`src/rtl/pwm_mix_pkg.sv`:
```
// Shared constants, FSM encoding and sample-format helpers for the PWM mixer/scheduler.
// PWM_MIX_SCHED_VOLUME_EN adds the master-volume scaling state.
package pwm_mix_pkg;

  localparam int unsigned DW        = 16;
  localparam int unsigned ACC_MAX_W = DW + 4;
  localparam logic [DW-1:0] MIDSCALE = 16'h8000;

  typedef enum logic [2:0] {
    S_IDLE,
    S_COLLECT,
    S_MIX,
`ifdef PWM_MIX_SCHED_VOLUME_EN
    S_SCALE,
`endif
    S_LOAD
  } state_e;

  // Clamp a widened signed sum into the signed DW range.
  function automatic logic signed [DW-1:0] sat_to_dw(input logic signed [ACC_MAX_W-1:0] a);
    logic signed [ACC_MAX_W-1:0] hi;
    logic signed [ACC_MAX_W-1:0] lo;
    hi = {{(ACC_MAX_W-DW+1){1'b0}}, {(DW-1){1'b1}}};
    lo = {{(ACC_MAX_W-DW+1){1'b1}}, {(DW-1){1'b0}}};
    if (a > hi)      return {1'b0, {(DW-1){1'b1}}};
    else if (a < lo) return {1'b1, {(DW-1){1'b0}}};
    else             return a[DW-1:0];
  endfunction

  function automatic logic [DW-1:0] to_offset_bin(input logic signed [DW-1:0] s);
    return {~s[DW-1], s[DW-2:0]};
  endfunction

endpackage

```
`src/rtl/pwm_mix_sched_sample_tick_gen.sv`:
```
// Sample-period counter: one-cycle tick when the count reaches SAMPLE_DIV-1.
// Counting stalls (count held) while enable is low.
module sample_tick_gen #(
  parameter int unsigned SAMPLE_DIV = 2048
) (
  input  logic clk,
  input  logic reset,
  input  logic enable,
  output logic sample_tick
);

  localparam int unsigned CW = $clog2(SAMPLE_DIV);

  logic [CW-1:0] count_q, count_d;
  logic          tick_q, tick_d;

  always_comb begin
    count_d = count_q;
    if (enable) count_d = (count_q == CW'(SAMPLE_DIV-1)) ? '0 : count_q + CW'(1);
    // Registered tick lands in the cycle the count sits at SAMPLE_DIV-1.
    tick_d = enable && (count_q == CW'(SAMPLE_DIV-2));
  end

  always_ff @(posedge clk) begin
    if (reset) begin
      count_q <= '0;
      tick_q  <= 1'b0;
    end else begin
      count_q <= count_d;
      tick_q  <= tick_d;
    end
  end

  assign sample_tick = tick_q;

endmodule

```
`src/rtl/pwm_mix_sched.sv`:
```
// Per-sample round-robin voice collector, saturating mixer and pwm_reg writer.
// Optional master volume via PWM_MIX_SCHED_VOLUME_EN (adds master_vol port and one cycle).
module pwm_mix_sched
  import pwm_mix_pkg::*;
#(
  parameter int unsigned NUM_VOICES = 4,
  parameter int unsigned SAMPLE_DIV = 2048
) (
  input  logic                     clk,
  input  logic                     reset,
  input  logic                     enable,
  input  logic [NUM_VOICES-1:0]    voice_req,
  input  logic [NUM_VOICES*DW-1:0] voice_data,
  output logic [NUM_VOICES-1:0]    voice_ack,
  input  logic                     clear_underrun,
`ifdef PWM_MIX_SCHED_VOLUME_EN
  input  logic [7:0]               master_vol,
`endif
  output logic [DW-1:0]            pwm_reg,
  output logic                     pwm_load,
  output logic                     sample_tick,
  output logic [NUM_VOICES-1:0]    underrun
);

  localparam int unsigned IW = (NUM_VOICES > 1) ? $clog2(NUM_VOICES) : 1;
  localparam int unsigned AW = DW + $clog2(NUM_VOICES);

  state_e                  state_q, state_d;
  logic [IW-1:0]           idx_q, idx_d;
  logic signed [AW-1:0]    acc_q, acc_d;
  logic [NUM_VOICES-1:0]   und_q, und_d;
  logic [DW-1:0]           pwm_q, pwm_d;
  logic                    load_q;
  logic [NUM_VOICES-1:0]   ack_c;
  logic                    tick_c;
  logic                    last_c;
  logic signed [DW-1:0]    sample_c;
  logic signed [DW-1:0]    sat_c;

  sample_tick_gen #(.SAMPLE_DIV(SAMPLE_DIV)) u_tick (
    .clk         (clk),
    .reset       (reset),
    .enable      (enable),
    .sample_tick (tick_c)
  );

  assign last_c   = (idx_q == IW'(NUM_VOICES-1));
  assign sample_c = voice_data[idx_q*DW +: DW];
  assign sat_c    = sat_to_dw(ACC_MAX_W'(acc_q));

`ifdef PWM_MIX_SCHED_VOLUME_EN
  logic signed [DW-1:0] scale_q, scale_d;
  logic signed [9:0]    gain_c;
  assign gain_c  = $signed({2'b00, master_vol} + 10'd1);
  assign scale_d = DW'(($signed(DW+10'(sat_c)) * $signed(DW+10'(gain_c))) >>> 8);
`endif

  // State register
  always_ff @(posedge clk) begin
    if (reset) state_q <= S_IDLE;
    else       state_q <= state_d;
  end

  // Next-state logic
  always_comb begin
    state_d = state_q;
    case (state_q)
      S_IDLE:    if (tick_c) state_d = S_COLLECT;
      S_COLLECT: if (last_c) state_d = S_MIX;
`ifdef PWM_MIX_SCHED_VOLUME_EN
      S_MIX:     state_d = S_SCALE;
      S_SCALE:   state_d = S_LOAD;
`else
      S_MIX:     state_d = S_LOAD;
`endif
      S_LOAD:    state_d = S_IDLE;
      default:   state_d = S_IDLE;
    endcase
  end

  // Ack strobe; reset drops it in the same cycle so no sample is consumed by an aborted frame.
  always_comb begin
    ack_c = '0;
    if (state_q == S_COLLECT && voice_req[idx_q] && !reset) ack_c[idx_q] = 1'b1;
  end

  // Datapath next values
  always_comb begin
    idx_d = idx_q;
    acc_d = acc_q;
    und_d = und_q;
    pwm_d = pwm_q;
    if (clear_underrun) und_d = '0;
    case (state_q)
      S_IDLE: begin
        if (tick_c) begin
          acc_d = '0;
          idx_d = '0;
        end
      end
      S_COLLECT: begin
        if (voice_req[idx_q]) acc_d = acc_q + AW'(sample_c);
        else                  und_d[idx_q] = 1'b1;
        if (!last_c) idx_d = idx_q + IW'(1);
      end
`ifdef PWM_MIX_SCHED_VOLUME_EN
      S_SCALE: pwm_d = to_offset_bin(scale_q);
`else
      S_MIX:   pwm_d = to_offset_bin(sat_c);
`endif
      default: ;
    endcase
  end

  always_ff @(posedge clk) begin
    if (reset) begin
      idx_q  <= '0;
      acc_q  <= '0;
      und_q  <= '0;
      pwm_q  <= MIDSCALE;
      load_q <= 1'b0;
    end else begin
      idx_q  <= idx_d;
      acc_q  <= acc_d;
      und_q  <= und_d;
      pwm_q  <= pwm_d;
      load_q <= (state_d == S_LOAD);
    end
  end

`ifdef PWM_MIX_SCHED_VOLUME_EN
  always_ff @(posedge clk) begin
    if (reset)                  scale_q <= '0;
    else if (state_q == S_MIX)  scale_q <= scale_d;
  end
`endif

  assign voice_ack   = ack_c;
  assign pwm_reg     = pwm_q;
  assign pwm_load    = load_q;
  assign sample_tick = tick_c;
  assign underrun    = und_q;

endmodule

```
`config.mk`:
```
export PLATFORM = sky130hd
export DESIGN_NAME = pwm_mix_sched
export DESIGN_NICKNAME = d
export VERILOG_FILES = /design/src/rtl/pwm_mix_pkg.sv /design/src/rtl/pwm_mix_sched_sample_tick_gen.sv /design/src/rtl/pwm_mix_sched.sv
export SDC_FILE = /design/constraint.sdc
export NUM_CORES = 1
export LEC_CHECK = 0
export CAP_MARGIN = 5
export CORE_MARGIN = 1
export CORE_UTILIZATION = 50
export CTS_BUF_LIST = sky130_fd_sc_hd__clkbuf_2 sky130_fd_sc_hd__clkbuf_4 sky130_fd_sc_hd__clkbuf_8
export DETAILED_ROUTE_END_ITERATION = 7
export GPL_TIMING_DRIVEN = 0
export PLACE_DENSITY_LB_ADDON = 0.25
export SYNTH_ARGS = -nofsm -noshare
export SYNTH_HDL_FRONTEND = slang
export SYNTH_HIERARCHICAL = 1
export SYNTH_SLANG_ARGS = --single-unit
```
`constraint.sdc`:
```
create_clock -name clk -period 8.6 [get_ports clk]
set_clock_uncertainty 0.2 [all_clocks]
set_input_delay 1.72 -clock clk [delete_from_list [all_inputs] [get_ports clk]]
set_output_delay 1.72 -clock clk [all_outputs]
set_load 0.02 [all_outputs]
```
======== Yosys cells after proc, flatten, opt, wreduce, memory -nomap -nowiden ========
Cells that the tools add are included.
operators by class
  $add $sub $neg .......................... 3
  reduce and logical (&&, ||, !) cells .... 9
  shift operators ......................... 1
  equal/unequal tests ..................... 9
  multiplexer cells ....................... 20
  order comparisons ....................... 4
  bitwise operators ....................... 2
operators with widths
  kind                                                              number
  variable part select 64 x 7 -> 16 bit                             1
  2-to-1 mux 18 bit                                                 2
  one-hot mux 18 bit (2 select lines)                               1
  2-to-1 mux 16 bit                                                 2
  == test 11 bit (second input constant)                            2
  adder 18 x 16 -> 18 bit                                           1
  greater-than comparator 18 x 16 -> 1 bit (second input constant)  1
  less-than comparator 18 x 16 -> 1 bit (second input constant)     1
  2-to-1 mux 4 bit                                                  4
  adder 11 x 1 -> 11 bit (second input constant)                    1
  2-to-1 mux 11 bit                                                 1
  one-hot mux 3 bit (3 select lines)                                1
  == test 3 x 2 -> 1 bit (second input constant)                    2
  2-to-1 mux 3 bit                                                  2
  AND reduction 3 bit                                               2
  logical AND 1 bit                                                 4
  2-to-1 mux 2 bit                                                  2
  != test 2 x 1 -> 1 bit (second input constant)                    2
  bitwise OR 4 bit                                                  1
  one-hot mux 2 bit (2 select lines)                                1
  == test 3 x 1 -> 1 bit (second input constant)                    1
  logical NOT 3 bit                                                 1
  less-than comparator 2 x 3 -> 1 bit (second input constant)       1
  adder 2 x 1 -> 2 bit (second input constant)                      1
  other kinds (9)                                                   10
storage, ports and cells
  output and inout bits ................... 26
  register bits after elaboration ......... 56
  input bits .............................. 72
  logic and storage cells ................. 56

======== Logic depth before layout (Yosys ltp) ========
Gate-level depths: netlist (run 1).
  word-level depth ........................ 7
  gate-level depth with buffers ........... 11
  depth with buffers taken out ............ 10

======== Cells and area by module ========
Netlist (run 1), hierarchy kept.
by module, submodules not included
  module           area each (um^2)  seq. area each (um^2)  times used  cells an instance
  pwm_mix_sched    2,962.8           880.8                  1           331
  sample_tick_gen  589.3             240.2                  1           62

======== Worst setup path after synthesis (run 1) ========
OpenSTA, ideal clock, no wires.
  kind .................................... in2out
  start ................................... in voice_req[3]
  end ..................................... out voice_ack[0]
  setup slack ............................. 3.707 ns
  required time ........................... 6.680 ns
  arrival time ............................ 2.973 ns
  stages on the path ...................... 6
  path through ............................ mux4_2 and3_4 buf_6 nor2b_4 buf_6 and2_1
on the way
  word-level cells in the longest chain between the ends .. 5
ends and longest elaborated chain
  element                                 line                 source
  from (decl)                             pwm_mix_sched.sv:12  input logic [NUM_VOICES-1:0] voice_req,
  binary-select mux 1 bit (select 2 bit)  pwm_mix_sched.sv:84  if (state_q == S_COLLECT && voice_req[idx_q] && !reset) ack_c[idx_q] = 1'b1;
  2-to-1 mux 1 bit (not written as such)  pwm_mix_sched.sv:84
  logical AND 1 bit (2 in series)         pwm_mix_sched.sv:84
  2-to-1 mux 4 bit                        pwm_mix_sched.sv:84
  to (decl)                               pwm_mix_sched.sv:14  output logic [NUM_VOICES-1:0] voice_ack,
Every way passes these cells. The select of a mux whose other input is x is not followed.

======== Worst setup path in the final report (run 1) ========
Ends and elaborated chain as after synthesis.

==> results.json, run 1 <==
{
  "hold_depth": 2,
  "via_per_inst": 5.75,
  "criticalPathCategory": "primary input to primary output",
  "hpwl_microns": 7080,
  "dr.first_iter.drc_count": 218,
  "clk_latency_ns": 0.32,
  "yosysSeqAreaShare_pct": 31.6,
  "track_usage_pct": 25.6,
  "area_growth_pct": 33.7,
  "wl_microns": 9130,
  "h-tree-depth": 2,
  "largest_register_ffs": 18,
  "slew-limit-headroom_pct": 53.3,
  "grt_pass1_wl_microns": 15000,
  "io-pin-count": 98,
  "hold_violations": 0,
  "antenna_found_initial": 0,
  "port_buffers": 96,
  "die-area_sq_um": 7450,
  "place_ws_ns": 2.73,
  "power.density_nw_per_um2": 106,
  "leakage_nw": 1.82,
  "vias": 3412,
  "syn_avg_cell_area_sq_um": 9.04,
  "clockBufferDepth": 2,
  "worst-path-max-fanout": 10,
  "rsz0062_at_grt": "false",
  "synthFlopType": "dfxtp_1",
  "core-area_sq_um": 6830,
  "final_cell_mix": "96 x clkdlybuf4s50_1, 56 x dfxtp_1, 38 x a21oi_1, 35 x nand2_1, 33 x nor2_1",
  "yosysWarnings": 6,
  "die_h_microns": 86.3,
  "arrival_ns": 3.95,
  "worst_r2r_path_depth": 10,
  "worstMarginPinSlew_ns": 0.700,
  "final_common_cell": "clkdlybuf4s50_1",
  "hold_path_end": "pwm_reg[14]$_SDFFE_PP0N_",
  "finalCritPeriodShare_pct": 68.3,
  "post-route-util_pct": 69.5,
  "clock_sinks": 56,
  "overflow": 0,
  "cp.required_ns": 6.68,
  "crit_start": "voice_req[3]",
  "fillCellCount": 597,
  "cts_tree": "built",
  "worstHoldStart": "pwm_reg[14]$_SDFFE_PP0N_",
  "cts_buffers": 5,
  "synthArstFlopShare_pct": 0,
  "finalWorstSetupSlack_ns": 2.73,
  "post_cts_buffers": 0,
  "ys_ff_latch": 56,
  "r2r_start": "idx_q[0]$_SDFFE_PP0P_",
  "drt_first_pass_iters": 5,
  "ir_drop_v": 0.0000736,
  "drv_slew": 0,
  "rows": 30,
  "cp-end-kind": "primary output",
  "drcViolationCount": 0,
  "synth_fp_nets": 489,
  "ys_types": 74,
  "r2r_end": "acc_q[17]$_SDFFE_PP0P_",
  "synth_cells": 393,
  "synth_edf_count": 0,
  "antenna_cells": 0,
  "setup_tns_ns": 0,
  "nets": 592,
  "path_clk_slew_ns": 0.10,
  "hp-class": "flop to flop",
  "wl_per_cell_microns": 15.4,
  "maxCapViolations": 0,
  "r2r_slack_ns": 4.65,
  "finalCriticalPeriod_ns": 5.87,
  "mappedNetlistArea_sq_um": 3550,
  "finalSetupViolCount": 0,
  "start_kind": "primary input",
  "cts.repair.resized": 0,
  "start_util_pct": 52.0,
  "outcome": "finished, final reports clean",
  "drive_gt1_share_pct": 9.86,
  "die_w_microns": 86.3,
  "max_freq_mhz": 170,
  "cts-root-buf": "clkbuf_8",
  "cts_hold_buf": 0,
  "place_congestion": 0.911,
  "grt_pass1_vias": 3217,
  "grt_start_max_net_pins": 18,
  "ant_nets": 0
}
final cells by class:
cell class	instances	area (sq um)	area share [%]
Timing Repair Buffer	96	961	20.2
Clock inverter	2	38.8	0.817
Clock buffer	6	76.3	1.61
Inverter	19	71.3	1.50
Tap cell	96	120	2.53
Sequential cell	56	1120	23.6
Buffer	19	96.3	2.03
Multi-Input combinational cell	299	2260	47.7
worst max path at each step:
stage,depth (start not counted),end
after floorplan,6,voice_ack[0]
after global placement,8,voice_ack[3]
after detailed placement,8,voice_ack[0]
after CTS,8,voice_ack[0]
after global routing,8,voice_ack[0]
final,8,voice_ack[0]
Yosys cell counts, drive strengths merged (2+ instances only):
| master | number | area (sq um) |
|---|---|---|
| a211o | 2 | 17.5 |
| a211oi | 3 | 22.5 |
| a21boi | 3 | 22.5 |
| a21o | 7 | 52.6 |
| a21oi | 39 | 206 |
| a221oi | 2 | 23.8 |
| a22oi | 8 | 60.1 |
| a31o | 2 | 17.5 |
| a32oi | 2 | 17.5 |
| and2 | 7 | 43.8 |
| and3 | 8 | 56.3 |
| buf | 11 | 66.3 |
| clkbuf | 8 | 30.0 |
| dfxtp | 56 | 1120 |
| ha | 23 | 288 |
| inv | 19 | 71.3 |
| mux4 | 17 | 383 |
| nand2 | 35 | 131 |
| nand2b | 2 | 12.5 |
| nand3 | 10 | 50.1 |
| nand3b | 3 | 22.5 |
| nand4 | 6 | 58.8 |
| nor2 | 34 | 130 |
| nor2b | 4 | 32.5 |
| nor3 | 5 | 30.0 |
| nor3b | 2 | 15.0 |
| nor4b | 2 | 32.5 |
| o2111ai | 2 | 17.5 |
| o21ai | 26 | 130 |
| o31ai | 3 | 22.5 |
| or3 | 3 | 18.8 |
| or3b | 2 | 17.5 |
| xnor2 | 6 | 52.6 |
| xor2 | 7 | 61.3 |
critical path: stages:
cell and delay (ns):
clkdlybuf4s50_1 0.40, mux4_2 0.53, and3_4 0.22, buf_6 0.14, nor2b_4 0.12, buf_6 0.14, and2_1 0.15, clkdlybuf4s50_1 0.53
logic make-up (layout without fill, tap and decap cells):
kind of cell | after synthesis | count (layout) | synth area share (%)
AOI/OAI and AO/OA | 114 | 114 | 20.8
xor gates and xnor gates | 13 | 13 | 3.21
buffers and inverters | 38 | 142 | 4.72
other | 1 | 1 | 0.106
DFF | 56 | 56 | 31.6
adders and majority gates | 24 | 24 | 8.67
muxes | 19 | 19 | 11.4
and+or+nand+nor | 128 | 128 | 19.5
power breakdown:
group          internal (mW)  total, mW  switching (mW)  leakage, nW
Clock                 0.0913      0.181          0.0892       0.0592
Combinational         0.0410     0.0635          0.0225         1.31
Sequential             0.260      0.261         0.00103        0.452
metrics by stage:
| stage | area, sq um | hold WS [ns] | cells | total power [mW] |
|---|---|---|---|---|
| after floorplan | 3550 | 0.240 | 393 | 0.293 |
| after global placement | 4630 | 0.244 | 585 | 0.329 |
| after detailed placement | 4630 | 0.247 | 585 | 0.331 |
| after CTS | 4750 | 0.261 | 593 | 0.507 |
| after global routing | 4750 | 0.279 | 593 | 0.524 |
| final | 4750 | 0.258 | 593 | 0.505 |
layer usage:
metal | vias up | GRT usage (%) | wire length (microns)
met5 | - | 0 | 0
met4 | 0 | 9.85 | 241
met3 | 17 | 5.05 | 595
met2 | 133 | 41.0 | 4220
met1 | 1611 | 34.3 | 4070
li1 | 1651 | - | -
(Power assumes the default switching activity.)
==> run 2: changes to the inputs <==
CORE_UTILIZATION = 45   (was 50)
clock period = 4.75 ns   (was 8.6 ns; I/O delays follow)
==> results.json, run 2 (synthesis gave the netlist of run 1 again) <==
{
  "maxCapViolations": 0,
  "power.density_nw_per_um2": 194,
  "hold_violations": 0,
  "worstMarginPinSlew_ns": 0.663,
  "io-pin-count": 98,
  "grt_pass1_vias": 3240,
  "outcome": "finished, final reports clean",
  "antenna_found_initial": 0,
  "final_area_sq_um": 4760,
  "rows": 32,
  "grt_start_max_net_pins": 18,
  "rsz0062_at_grt": "false",
  "grt-busiest-layer": "met2",
  "start_kind": "primary input",
  "dr.first_iter.drc_count": 181,
  "placed_cells": 591,
  "port_buffers": 96,
  "placed_area_sq_um": 4640,
  "finalCritPeriodShare_pct": 91.4,
  "drv_slew": 0,
  "hpwl_microns": 7110,
  "place_congestion": 0.904,
  "drcViolationCount": 0,
  "nets": 592,
  "post-route-util_pct": 61.9,
  "core-area_sq_um": 7690,
  "start_util_pct": 46.2,
  "area_growth_pct": 34.1,
  "final_cell_mix": "96 x clkdlybuf4s50_1, 56 x dfxtp_1, 38 x a21oi_1, 35 x nand2_1, 33 x nor2_1",
  "leakage_nw": 1.82,
  "cts_tree": "built",
  "finalCriticalPeriod_ns": 4.34,
  "wl_microns": 9040,
  "via_per_inst": 5.60,
  "place_ws_ns": 0.400,
  "criticalPathCategory": "primary input to primary output",
  "path_clk_slew_ns": 0.10,
  "antenna_cells": 0,
  "die_w_microns": 90.8,
  "finalSetupViolCount": 0,
  "slew-limit-headroom_pct": 55.8,
  "arrival_ns": 3.19,
  "h-tree-depth": 2,
  "power.total_uw": 925,
  "largest_register_ffs": 18,
  "cts-root-buf": "clkbuf_8",
  "worst-path-max-fanout": 10,
  "met2_usage_pct": 39.5,
  "grt_pass1_wl_microns": 15100,
  "drt_first_pass_iters": 5,
  "layoutNonFillerInstCount": 599,
  "clk_latency_ns": 0.32,
  "cts_buffers": 5,
  "ant_nets": 0,
  "drive_gt1_share_pct": 9.86,
  "final_common_cell": "clkdlybuf4s50_1",
  "max_freq_mhz": 230,
  "die-area_sq_um": 8250,
  "vias": 3355,
  "ir_drop_v": 0.000153,
  "overflow": 0,
  "track_usage_pct": 22.8,
  "cts_hold_buf": 0,
  "finalWorstSetupSlack_ns": 0.410,
  "cp-end-kind": "primary output",
  "use_met3_pct": 2.61,
  "cts.repair.resized": 0,
  "post_cts_buffers": 0,
  "clock_sinks": 56,
  "setup_tns_ns": 0,
  "hp-class": "flop to flop",
  "clockBufferDepth": 2,
  "cp.required_ns": 3.60,
  "wl_per_cell_microns": 15.1,
  "hold_ws_ns": 0.264,
  "gr-usage-met1_pct": 29.8,
  "die_h_microns": 90.8
}
==> run 2: cell types whose count changed in the layout (fill, tap and decap cells not counted) <==
cell,before,now
clkinv_4,0,1
clkbuf_8,5,6
inv_6,1,0
clkbuf_4,1,0
==> run 2: path summary, 6_finish.rpt <==
| kind | start | to | slack, ns | cells after the start |
|---|---|---|---|---|
| min reg2reg | pwm_reg[13]$_SDFFE_PP0N_ | pwm_reg[13]$_SDFFE_PP0N_ | 0.26 | 2 |
| min | pwm_reg[13]$_SDFFE_PP0N_ | pwm_reg[13]$_SDFFE_PP0N_ | 0.26 | 2 |
| max reg2reg | idx_q[0]$_SDFFE_PP0P_ | acc_q[15]$_SDFFE_PP0P_ | 0.78 | 10 |
| max | voice_req[1] | voice_ack[3] | 0.41 | 8 |
==> run 2: area by class of cell <==
| cell class | count | area [sq um] |
|---|---|---|
| fill | 698 | 2930 |
| multi-input combinational | 299 | 2260 |
| sequential | 56 | 1120 |
| timing repair buffer | 96 | 961 |
| tap | 102 | 128 |
| buffer | 19 | 96.3 |
| clock buffer | 6 | 82.6 |
| inverter | 19 | 71.3 |
| clock inverter | 2 | 38.8 |
==> run 2: report_power, final <==
part	internal (mW)	switching, mW	total, mW
clock	0.173	0.163	0.336
sequential	0.471	0.00183	0.473
combinational	0.0742	0.0415	0.116
==> run 2: layer usage <==
metal  routed length (microns)  vias to the layer above
li1                          -                     1659
met1                      4270                     1584
met2                      4260                      105
met3                       418                        7
met4                        99                        0
met5                         0                        -
==> run 2: critical path: stages <==
cell             delay [ns]
clkdlybuf4s50_1        0.40
mux4_2                 0.51
and3_4                 0.22
buf_6                  0.14
nor2b_4                0.13
buf_6                  0.14
and2_1                 0.16
clkdlybuf4s50_1        0.53
